[config.mk]
export PLATFORM = sky130hd
export DESIGN_NAME = apb_xfer_sequencer_flat
export DESIGN_NICKNAME = d
export VERILOG_FILES = /design/src/rtl/apb_xfer_sequencer_if.sv /design/src/rtl/apb_xfer_sequencer.sv /design/src/flat_wrapper.sv
export SDC_FILE = /design/constraint.sdc
export NUM_CORES = 1
export LEC_CHECK = 0
export CAP_MARGIN = 10
export CORE_AREA = 8 8 96 98
export CTS_BUF_LIST = sky130_fd_sc_hd__clkbuf_8
export CTS_CLUSTER_SIZE = 28
export DETAILED_ROUTE_END_ITERATION = 16
export DIE_AREA = 0 0 104 106
export PLACE_DENSITY = 0.8
export SLEW_MARGIN = 20
export SYNTH_ARGS = -nofsm -noshare
export SYNTH_HDL_FRONTEND = slang
export SYNTH_SLANG_ARGS = --single-unit
[constraint.sdc]
create_clock -name i_pclk -period 2.6 [get_ports i_pclk]
set_clock_uncertainty 0.1 [all_clocks]
set_input_delay 0.52 -clock i_pclk [delete_from_list [all_inputs] [get_ports i_pclk]]
set_output_delay 0.52 -clock i_pclk [all_outputs]
set_load 0.005 [all_outputs]
[src/rtl/apb_xfer_sequencer_if.sv]
// Bridge-facing and slave-facing signal bundle of the APB transfer sequencer.
// The slave modport is the sequencer's view; the master modport is the bridge/slave side.
interface apb_xfer_sequencer_if #(
  parameter int RATIO    = 4,
  parameter int logRATIO = 2,
  parameter int DATA_W   = 32
);
  logic                    i_start;
  logic [logRATIO-1:0]     i_slv_sel;
  logic [RATIO-1:0]        i_pready;
  logic [RATIO*DATA_W-1:0] i_prdata;
  logic [RATIO-1:0]        i_pslverr;
  logic [RATIO-1:0]        o_psel;
  logic                    o_penable;
  logic                    o_busy;
  logic                    o_done;
  logic [DATA_W-1:0]       o_prdata;
  logic                    o_pslverr;
  logic                    o_timeout;

  modport master (
    output i_start, i_slv_sel, i_pready, i_prdata, i_pslverr,
    input  o_psel, o_penable, o_busy, o_done, o_prdata, o_pslverr, o_timeout
  );

  modport slave (
    input  i_start, i_slv_sel, i_pready, i_prdata, i_pslverr,
    output o_psel, o_penable, o_busy, o_done, o_prdata, o_pslverr, o_timeout
  );
endinterface

[src/rtl/apb_xfer_sequencer.sv]
// APB setup/access sequencer: drives one-hot PSEL and PENABLE for one slave,
// collects its PREADY/PRDATA/PSLVERR and returns a registered one-cycle response.
module apb_xfer_sequencer #(
  parameter int RATIO    = 4,
  parameter int logRATIO = 2,
  parameter int DATA_W   = 32,
  parameter int TIMEOUT  = 16,
  parameter int CNT_W    = 4
) (
  input logic                   i_pclk,
  input logic                   i_presetn,
  apb_xfer_sequencer_if.slave   bus
);

  typedef enum logic [1:0] {
    ST_IDLE   = 2'd0,
    ST_SETUP  = 2'd1,
    ST_ACCESS = 2'd2
  } state_e;

  state_e              state_q, state_d;
  logic [logRATIO-1:0] idx_q, idx_d;
  logic [CNT_W-1:0]    cnt_q, cnt_d;
  logic [RATIO-1:0]    psel_q, psel_d;
  logic                penable_q, penable_d;
  logic                busy_q, busy_d;
  logic                done_q, done_d;
  logic [DATA_W-1:0]   prdata_q, prdata_d;
  logic                pslverr_q, pslverr_d;
  logic                timeout_q, timeout_d;

  logic                sel_pready_s;
  logic                sel_pslverr_s;
  logic [DATA_W-1:0]   sel_prdata_s;
  logic                idx_valid_s;

  // Only the latched slave's response reaches the FSM; an out-of-range index selects nothing.
  always_comb begin
    sel_pready_s  = 1'b0;
    sel_pslverr_s = 1'b0;
    sel_prdata_s  = {DATA_W{1'b0}};
    for (int k = 0; k < RATIO; k++) begin
      sel_pready_s  = sel_pready_s  | (bus.i_pready[k]  & (int'(idx_q) == k));
      sel_pslverr_s = sel_pslverr_s | (bus.i_pslverr[k] & (int'(idx_q) == k));
      sel_prdata_s  = sel_prdata_s
                    | ({DATA_W{int'(idx_q) == k}} & bus.i_prdata[k*DATA_W +: DATA_W]);
    end
    idx_valid_s = (int'(idx_q) < RATIO);
  end

  // Next-state and response capture.
  always_comb begin
    state_d   = state_q;
    idx_d     = idx_q;
    cnt_d     = cnt_q;
    done_d    = 1'b0;
    prdata_d  = prdata_q;
    pslverr_d = pslverr_q;
    timeout_d = timeout_q;
    case (state_q)
      ST_IDLE: begin
        if (bus.i_start) begin
          state_d = ST_SETUP;
          idx_d   = bus.i_slv_sel;
          cnt_d   = {CNT_W{1'b0}};
        end else begin
          state_d = ST_IDLE;
        end
      end
      ST_SETUP: begin
        if (idx_valid_s) begin
          state_d = ST_ACCESS;
        end else begin
          state_d   = ST_IDLE;
          done_d    = 1'b1;
          prdata_d  = {DATA_W{1'b0}};
          pslverr_d = 1'b1;
          timeout_d = 1'b0;
        end
      end
      ST_ACCESS: begin
        // A PREADY in the last allowed cycle wins over the timeout.
        if (sel_pready_s) begin
          state_d   = ST_IDLE;
          done_d    = 1'b1;
          prdata_d  = sel_prdata_s;
          pslverr_d = sel_pslverr_s;
          timeout_d = 1'b0;
        end else if (cnt_q == CNT_W'(TIMEOUT - 1)) begin
          state_d   = ST_IDLE;
          done_d    = 1'b1;
          prdata_d  = {DATA_W{1'b0}};
          pslverr_d = 1'b1;
          timeout_d = 1'b1;
        end else begin
          cnt_d = cnt_q + {{(CNT_W-1){1'b0}}, 1'b1};
        end
      end
      default: begin
        state_d = ST_IDLE;
      end
    endcase
  end

  // Bus strobes are decoded from the next state so they register in step with it.
  always_comb begin
    psel_d = {RATIO{1'b0}};
    for (int k = 0; k < RATIO; k++) begin
      psel_d[k] = ((state_d == ST_SETUP) || (state_d == ST_ACCESS)) && (int'(idx_d) == k);
    end
    penable_d = (state_d == ST_ACCESS);
    busy_d    = (state_d != ST_IDLE);
  end

  // State and output registers.
  always_ff @(posedge i_pclk or negedge i_presetn) begin
    if (!i_presetn) begin
      state_q   <= ST_IDLE;
      idx_q     <= {logRATIO{1'b0}};
      cnt_q     <= {CNT_W{1'b0}};
      psel_q    <= {RATIO{1'b0}};
      penable_q <= 1'b0;
      busy_q    <= 1'b0;
      done_q    <= 1'b0;
      prdata_q  <= {DATA_W{1'b0}};
      pslverr_q <= 1'b0;
      timeout_q <= 1'b0;
    end else begin
      state_q   <= state_d;
      idx_q     <= idx_d;
      cnt_q     <= cnt_d;
      psel_q    <= psel_d;
      penable_q <= penable_d;
      busy_q    <= busy_d;
      done_q    <= done_d;
      prdata_q  <= prdata_d;
      pslverr_q <= pslverr_d;
      timeout_q <= timeout_d;
    end
  end

  assign bus.o_psel    = psel_q;
  assign bus.o_penable = penable_q;
  assign bus.o_busy    = busy_q;
  assign bus.o_done    = done_q;
  assign bus.o_prdata  = prdata_q;
  assign bus.o_pslverr = pslverr_q;
  assign bus.o_timeout = timeout_q;

endmodule

[src/flat_wrapper.sv]
// flat-port wrapper written by rule: the top's interface ports become plain ports
module apb_xfer_sequencer_flat 
#(
  parameter int RATIO    = 4,
  parameter int logRATIO = 2,
  parameter int DATA_W   = 32,
  parameter int TIMEOUT  = 16,
  parameter int CNT_W    = 4
)
  (i_pclk, i_presetn, bus_i_start, bus_i_slv_sel, bus_i_pready, bus_i_prdata, bus_i_pslverr, bus_o_psel, bus_o_penable, bus_o_busy, bus_o_done, bus_o_prdata, bus_o_pslverr, bus_o_timeout);
  apb_xfer_sequencer_if #(.RATIO(RATIO), .logRATIO(logRATIO), .DATA_W(DATA_W)) bus_i ();
  input logic i_pclk;
  input logic i_presetn;
  input wire logic [$bits(bus_i.i_start)-1:0] bus_i_start;
  input wire logic [$bits(bus_i.i_slv_sel)-1:0] bus_i_slv_sel;
  input wire logic [$bits(bus_i.i_pready)-1:0] bus_i_pready;
  input wire logic [$bits(bus_i.i_prdata)-1:0] bus_i_prdata;
  input wire logic [$bits(bus_i.i_pslverr)-1:0] bus_i_pslverr;
  output wire logic [$bits(bus_i.o_psel)-1:0] bus_o_psel;
  output wire logic [$bits(bus_i.o_penable)-1:0] bus_o_penable;
  output wire logic [$bits(bus_i.o_busy)-1:0] bus_o_busy;
  output wire logic [$bits(bus_i.o_done)-1:0] bus_o_done;
  output wire logic [$bits(bus_i.o_prdata)-1:0] bus_o_prdata;
  output wire logic [$bits(bus_i.o_pslverr)-1:0] bus_o_pslverr;
  output wire logic [$bits(bus_i.o_timeout)-1:0] bus_o_timeout;
  assign bus_i.i_start = bus_i_start;
  assign bus_i.i_slv_sel = bus_i_slv_sel;
  assign bus_i.i_pready = bus_i_pready;
  assign bus_i.i_prdata = bus_i_prdata;
  assign bus_i.i_pslverr = bus_i_pslverr;
  assign bus_o_psel = bus_i.o_psel;
  assign bus_o_penable = bus_i.o_penable;
  assign bus_o_busy = bus_i.o_busy;
  assign bus_o_done = bus_i.o_done;
  assign bus_o_prdata = bus_i.o_prdata;
  assign bus_o_pslverr = bus_i.o_pslverr;
  assign bus_o_timeout = bus_i.o_timeout;
  apb_xfer_sequencer #(.RATIO(RATIO), .logRATIO(logRATIO), .DATA_W(DATA_W), .TIMEOUT(TIMEOUT), .CNT_W(CNT_W)) u_core (.i_pclk(i_pclk), .i_presetn(i_presetn), .bus(bus_i));
endmodule
Word-level counts from Yosys, hierarchy flattened:

Index checks and enable logic that the tools add are counted.

* bits of input ports: 141
* output and inout port bits: 41
* flip-flop bits (word level): 49
* word-level logic and storage cells: 77

* eq/ne operators: 14
* muxes and demuxes: 18
* add/subtract/negate cells: 1
* reduce and logical (&&, ||, !) cells: 13
* bitwise logic cells: 21

Operators with widths (number)
* 32-bit bitwise AND: 4
* 32-bit bitwise OR: 3
* 32-bit 2-to-1 mux: 2
* 2-bit equality test, second input constant: 6
* 4-bit 2-to-1 mux: 3
* 1-bit bitwise AND: 8
* 2-bit by 1-bit equality test with 1-bit output, second input constant: 4
* 2-bit 2-to-1 mux: 4
* 4-bit case mux with 2 select lines: 1
* 1-bit 2-to-1 mux: 7
* 2-bit zero test: 3
* 2-bit != test, second input constant: 3
* 1-bit bitwise OR: 6
* 2-bit case mux with 3 select lines: 1
* 2-bit nonzero test: 3
* 4-bit by 1-bit adder with 4-bit output, second input constant: 1
* 4-bit equality test, second input constant: 1
* 1-bit logical AND: 4
* 4-bit AND reduction: 1
* 2-bit AND reduction: 1
* 1-bit logical OR: 1

Logic depth before layout (Yosys ltp):

Gate-level depths: netlist of the first run.

* depth in word-level cells: 10
* depth in mapped cells: 6
* depth with buffers taken out: 6

Least setup slack after synthesis of the first run:

OpenSTA, ideal clock, no wires.

* path kind: input-to-reg
* start point: input bus_i_pready[3]
* end point: register u_core.psel_q[2], in the netlist u_core.bus.o_psel[2]
* setup slack: 0.505 ns
* path buffers: 0
* stages: 5
* data required time: 2.380 ns
* arrival time: 1.876 ns
* cell sequence: mux4_2 -> nor3_2 -> a21oi_1 -> ha_1 -> and3_1

* word-level cells in the longest chain between the ends: 7
* elaborated cells on any way between the ends: 8

Ends and longest elaborated chain
* from (decl): RTL line flat_wrapper.sv:16 `input wire logic [$bits(bus_i.i_pready)-1:0] bus_i_pready;`
* 1-bit bitwise AND *: RTL line apb_xfer_sequencer.sv:43 `sel_pready_s = sel_pready_s | (bus.i_pready[k] & (int'(idx_q) == k));`
* 1-bit bitwise OR *: RTL line apb_xfer_sequencer.sv:43
* 2-bit 2-to-1 mux *: RTL line apb_xfer_sequencer.sv:83 `if (sel_pready_s) begin`
* 2-bit case mux with 3 select lines *: RTL line apb_xfer_sequencer.sv:60 `case (state_q)`
* 2-bit by 1-bit equality test with 1-bit output or 2-bit equality test (tied branches): RTL line apb_xfer_sequencer.sv:109 `psel_d[k] = ((state_d == ST_SETUP) || (state_d == ST_ACCESS)) && (int'(idx_d) == k);`
* 1-bit logical OR *: RTL line apb_xfer_sequencer.sv:109
* 1-bit logical AND *: RTL line apb_xfer_sequencer.sv:109
* net u_core.psel_d[2]: RTL line apb_xfer_sequencer.sv:24 `logic [RATIO-1:0] psel_q, psel_d;`
* to (signal assigned): RTL line apb_xfer_sequencer.sv:121 `psel_q <= {RATIO{1'b0}};`
* to (signal assigned): RTL line apb_xfer_sequencer.sv:132 `psel_q <= psel_d;`
* to (decl): RTL line apb_xfer_sequencer.sv:24

The timed path passes the listed nets; every way through them passes the cells marked *.
A chain may end at the register's enable or synchronous reset.

Final worst setup path of the first run:

* start point: input bus_i_pready[2]
* end point: register u_core.psel_q[2], in the netlist u_core.bus.o_psel[2]

* word-level cells in the longest chain between the ends: 8
* elaborated cells on any way between the ends: 9

Ends and longest elaborated chain (RTL line)
* 1-bit bitwise AND *: apb_xfer_sequencer.sv:43
* 1-bit bitwise OR * (2 in series): apb_xfer_sequencer.sv:43
* 2-bit 2-to-1 mux *: apb_xfer_sequencer.sv:83
* 2-bit case mux with 3 select lines *: apb_xfer_sequencer.sv:60
* 2-bit by 1-bit equality test with 1-bit output or 2-bit equality test (tied branches): apb_xfer_sequencer.sv:109
* 1-bit logical OR *: apb_xfer_sequencer.sv:109
* 1-bit logical AND *: apb_xfer_sequencer.sv:109
* net u_core.psel_d[2]: apb_xfer_sequencer.sv:24

Marked as above.

==> reports/qor.yml, run 1 <==
mostFrequentLayoutCell: "clkdlybuf4s50_1"
cp_slowest_cell: "mux4_2"
yosysWarnings: 0
die_w_um: 104
hold_viol: 0
vias: 2333
hpwl_um: 7330
clk_pin_slew_ns: 0.09
start_kind: "primary input"
most-common-layout-cells: "clkdlybuf4s50_1, dfrtp_1, mux4_2, a22o_1"
dr.first_iter.drc_count: 39
cts.sinks: 49
cp.required_ns: 2.69
synth_cells: 173
rsz0062_at_grt: "no"
clock.fmax_mhz: 454
worstPathArrival_ns: 2.29
routedWlPerCell_um: 19.3
drive_gt1_share_pct: 15.8
grtUsageTotal_pct: 16.1
diodes: 0
post-place-ws_ns: 0.0834
tritoncts.num_buffers: 5
ctsHoldBuffers: 0
dp_cells: 451
area_growth_pct: 78.2
grt_first_pass_wirelength_um: 14200
cts_resized: 0
cts_tree: "done"
maxCapViolCount: 0
num_rows: 33
syn-num-nets: 317
clock_latency_ns: 0.30
fin_nets: 497
core-area_um2: 7850
ys_seq_area_share_pct: 46.4
path_cells: "clkdlybuf4s50_1 -> mux4_2 -> nor3_2 -> a21oi_1 -> ha_1 -> and3_1"
synth_seq_cells: 49
grt_overflow_total: 0
yosysUniqueCellTypes: 30
powerDensity_nw_per_um2: 905
cp-end-kind: "flop"
maxSlewHeadroom_pct: 56.7
grt_max_degree: 35
fin_area_um2: 4710
drc: 0
clockBufferDepth: 2
vias_per_cell: 5.08
drt_first_pass_iters: 4
p_leak_nw: 1.92
io_pins: 182
worst_path_largest_cell_delay_ns: 0.58
critPathMaxFanout: 7
syn_avg_cell_area_um2: 15.3
start_util_pct: 33.7
instances_no_fill: 459
post_cts_buffers: 0
setup_viol: 0
report.final.slew_viol_count: 0
postPlaceCellArea_um2: 4570
min_path_type: "primary input to async pin"
fin_crit_ns: 2.20
first_global_vias: 2780
synth_area_um2: 2640
vdd_drop_max_mv: 0.466
fin_tns_setup_ns: 0
cts_max_level: 2
ant_nets: 0
gp_congestion: 0.723
path_class: "primary input to flop"
io_buffers: 181
final.setup.worst_slack_ns: 0.397
die_h_um: 106
wirelength_um: 8840
antenna_found_initial: 0
status: "finished, final reports clean"
tightest_slew_ns: 0.650
die_area_um2: 11000
root_buffer: "clkbuf_8"
fin_crit_sh_pct: 84.7
## cell usage after synthesis (all sizes together)
library cell / count / area share [%]
nor3b: 1 / 0.28
o31a: 1 / 0.33
nor4: 1 / 0.24
o21ai: 1 / 0.33
mux4: 34 / 29
nor2b: 1 / 0.24
or4: 1 / 0.28
nand2: 3 / 0.43
nor2: 1 / 0.14
a211oi: 1 / 0.28
a21oi: 2 / 0.38
a22o: 32 / 11
inv: 9 / 1.3
buf: 11 / 2.6
ha: 3 / 1.4
a21o: 1 / 0.28
and3: 5 / 1.2
mux2i: 4 / 1.5
dfrtp: 49 / 46
and2: 1 / 0.24
nand2b: 1 / 0.24
or3b: 1 / 0.33
clkbuf: 5 / 0.71
nand3: 1 / 0.19
a2bb2oi: 1 / 0.33
o211a: 1 / 0.38
nor3: 1 / 0.38
## layer usage
| layer | GRT usage, % | up-vias | routed length [µm] |
|---|---|---|---|
| met5 | 0 | - | 0 |
| met4 | 5.07 | 0 | 119 |
| met3 | 7.14 | 9 | 934 |
| met2 | 30.5 | 123 | 4800 |
| met1 | 15.4 | 1146 | 2980 |
| li1 | - | 1055 | - |
## per-stage QoR
stage | utilization (%) | total power, mW | hold slack, ns
CTS | 60.0 | 4.34 | 0.134
floorplan | - | 2.60 | 0.124
detailed placement | 58.3 | 3.70 | 0.390
global placement | 58.3 | 3.64 | 0.377
finish | 60.0 | 4.26 | 0.129
global route | 60.0 | 4.54 | 0.161
## critical path: cells and delay by family
kind            cells  cell delay [ns]
simple gates        2             0.40
buf+inv             1             0.41
fa+ha+maj           1             0.31
compound gates      1             0.07
mux                 1             0.58
## power breakdown
group,switching (mW),total (mW),internal [mW]
sequential,0.186,1.28,1.09
combinational,0.869,2.35,1.48
clock,0.251,0.633,0.382
## final cells by class
class	instances	area, µm²
clock buffer	5	68.8
tap	105	131
timing repair buffer	189	1880
clock inverter	3	65.1
fill	648	3140
inverter	9	33.8
sequential	49	1230
multi-input combinational	99	1300
## flip-flops by register name, indices dropped and copies added, names as in the netlist
signal	flops
u_core.bus.o_penable	1
u_core.bus.o_done	1
u_core.bus.o_prdata	32
u_core.bus.o_busy	1
u_core.bus.o_pslverr	1
u_core.state_q	2
u_core.idx_q	2
u_core.bus.o_psel	4
u_core.bus.o_timeout	1
u_core.cnt_q	4
## worst paths after layout
| check | start | to | slack [ns] | cells past startpoint |
|---|---|---|---|---|
| max in group asynchronous | i_presetn | u_core.cnt_q[0]$_DFFE_PN0P_ | 1.61 | 2 |
| min | i_presetn | u_core.bus.o_prdata[28]$_DFFE_PN0P_ | 0.13 | 1 |
| min in group i_pclk | u_core.bus.o_prdata[26]$_DFFE_PN0P_ | u_core.bus.o_prdata[26]$_DFFE_PN0P_ | 0.41 | 1 |
| min reg2reg | u_core.bus.o_prdata[26]$_DFFE_PN0P_ | u_core.bus.o_prdata[26]$_DFFE_PN0P_ | 0.41 | 1 |
| max | bus_i_pready[2] | u_core.bus.o_psel[2]$_DFF_PN0_ | 0.40 | 6 |
| max reg2reg | u_core.idx_q[0]$_DFF_PN0_ | u_core.bus.o_psel[2]$_DFF_PN0_ | 0.60 | 5 |
## cells by family after synthesis
kind of cell	count (synthesis)	share of synthesized area [%]
DFF	49	46.4
AOI/OAI and AO/OA	40	12.9
muxes	38	30.5
buffers and inverters	25	4.59
and+or+nand+nor	18	4.17
adders and majority gates	3	1.42
Note: power is estimated with default switching activity, not from simulation.
==> run 2, diff against run 1 <==
==> constraint.sdc (replaced) <==
create_clock -name i_pclk -period 2.14 [get_ports i_pclk]
set_clock_uncertainty 0.1 [all_clocks]
set_input_delay 0.428 -clock i_pclk [delete_from_list [all_inputs] [get_ports i_pclk]]
set_output_delay 0.428 -clock i_pclk [all_outputs]
set_load 0.005 [all_outputs]
==> run 2 against run 1 <==
  * Core utilization is 0.37 points higher
  * Cell area grew 0.61%
  * Total power up 19%
  * Cell count rose by 0.87%
  * Sequential power up 21%
  * Global-route usage grew 0.25 points
  * Count of clock-buffer cells in the layout stayed put
  * Via count down 0.90%
  * Critical path depth did not move
  * Largest power group unchanged
==> reports/qor.yml, run 2 (synthesis results as in run 1) <==
status: "finished, final reports clean"
path_class: "primary input to flop"
powerDensity_nw_per_um2: 1070
num_rows: 33
p_leak_nw: 1.93
vdd_drop_max_mv: 0.506
cts_max_level: 2
total_power_mw: 5.06
cts.sinks: 49
area_growth_pct: 79.3
clockBufferDepth: 2
start_util_pct: 33.7
report.final.slew_viol_count: 0
ctsHoldBuffers: 0
instances_no_fill: 463
vias_per_cell: 4.99
hold_viol: 0
min_path_type: "primary input to async pin"
cts_resized: 0
rsz0062_at_grt: "no"
routedWlPerCell_um: 19.1
wirelength_um: 8840
drive_gt1_share_pct: 16.8
fin_area_um2: 4740
start_kind: "primary input"
crit-reg2reg-launch: "u_core.idx_q[0]$_DFF_PN0_"
setup_viol: 0
rrSetupSlack_ns: 0.21
tightest_slew_ns: 0.592
cp.required_ns: 2.24
root_buffer: "clkbuf_8"
grt_overflow_total: 0
postPlaceCellArea_um2: 4640
post_cts_buffers: 0
diodes: 0
drc: 0
maxSlewHeadroom_pct: 60.5
hold_slack_ns: 0.0145
timing.rr.end: "u_core.bus.o_psel[1]$_DFF_PN0_"
hpwl_um: 7530
ff2ff_path_depth: 5
vias: 2312
tritoncts.num_buffers: 5
fin_crit_ns: 2.00
dp_cells: 455
core-area_um2: 7850
io_pins: 182
clock.fmax_mhz: 499
worstPathArrival_ns: 2.10
mostFrequentLayoutCell: "clkdlybuf4s50_1"
clock_latency_ns: 0.30
grtUsageTotal_pct: 16.4
gp_congestion: 0.777
first_global_vias: 2823
io_buffers: 181
largest_reg_flops: 32
most-common-layout-cells: "clkdlybuf4s50_1, dfrtp_1, mux4_2, a22o_1, buf_4"
drt_first_pass_iters: 4
clk_pin_slew_ns: 0.09
grt_max_degree: 35
dr.first_iter.drc_count: 42
fin_nets: 501
die_w_um: 104
grt_first_pass_wirelength_um: 14400
cts_tree: "done"
ant_nets: 0
maxCapViolCount: 0
die_h_um: 106
cp-end-kind: "flop"
antenna_found_initial: 0
fin_crit_sh_pct: 93.7
critPathMaxFanout: 4
die_area_um2: 11000
[run 2: power by group]
| part | switching, mW | total (mW) | leakage [nW] | internal (mW) |
|---|---|---|---|---|
| sequential | 0.226 | 1.55 | 0.622 | 1.32 |
| clock | 0.325 | 0.563 | 0.0487 | 0.239 |
| combinational | 1.07 | 2.95 | 1.26 | 1.88 |
[run 2: worst max path at each step]
| stage | startpoint | endpoint | slack (ns) | depth (start not counted) |
|---|---|---|---|---|
| 6_report | bus_i_pready[3] | u_core.bus.o_psel[1]$_DFF_PN0_ | 0.14 | 6 |
| 5_1_grt | bus_i_pready[3] | u_core.bus.o_prdata[22]$_DFFE_PN0P_ | 0.08 | 6 |
| 4_1_cts | bus_i_pready[3] | u_core.bus.o_psel[1]$_DFF_PN0_ | 0.14 | 6 |
| 3_5_place_dp | bus_i_pready[3] | u_core.bus.o_psel[1]$_DFF_PN0_ | -0.19 | 6 |
| 3_3_place_gp | bus_i_pready[3] | u_core.bus.o_psel[3]$_DFF_PN0_ | -0.15 | 6 |
| 2_1_floorplan | u_core.idx_q[0]$_DFF_PN0_ | u_core.bus.o_psel[2]$_DFF_PN0_ | 0.07 | 6 |
[run 2: cell type report]
type	count	area [µm²]
tap	105	131
fill	634	3110
multi-input combinational	99	1300
clock buffer	5	68.8
clock inverter	3	26.3
inverter	9	33.8
sequential	49	1230
timing repair buffer	193	1950
[run 2: worst max-delay path: stages]
cell             delay, ns
clkdlybuf4s50_1       0.39
mux4_2                0.53
nor3_2                0.23
a21oi_1               0.06
ha_1                  0.31
and3_1                0.16
[run 2: layer usage]
metal	GRT usage, %	share of wire, %	vias to the layer above
met3	6.90	9.6	8
met1	16.0	35	1131
li1	-	-	1064
met4	4.55	1.4	0
met2	30.9	54	109
met5	0	0	-
[run 2: through the flow]
stage               setup WS (ns)  setup TNS [ns]  util (%)
floorplan                  0.0716               0         -
global placement           -0.154           -5.43      59.2
detailed placement         -0.189           -6.23      59.2
CTS                         0.139               0      60.4
global route               0.0815               0      60.4
finish                      0.135               0      60.4
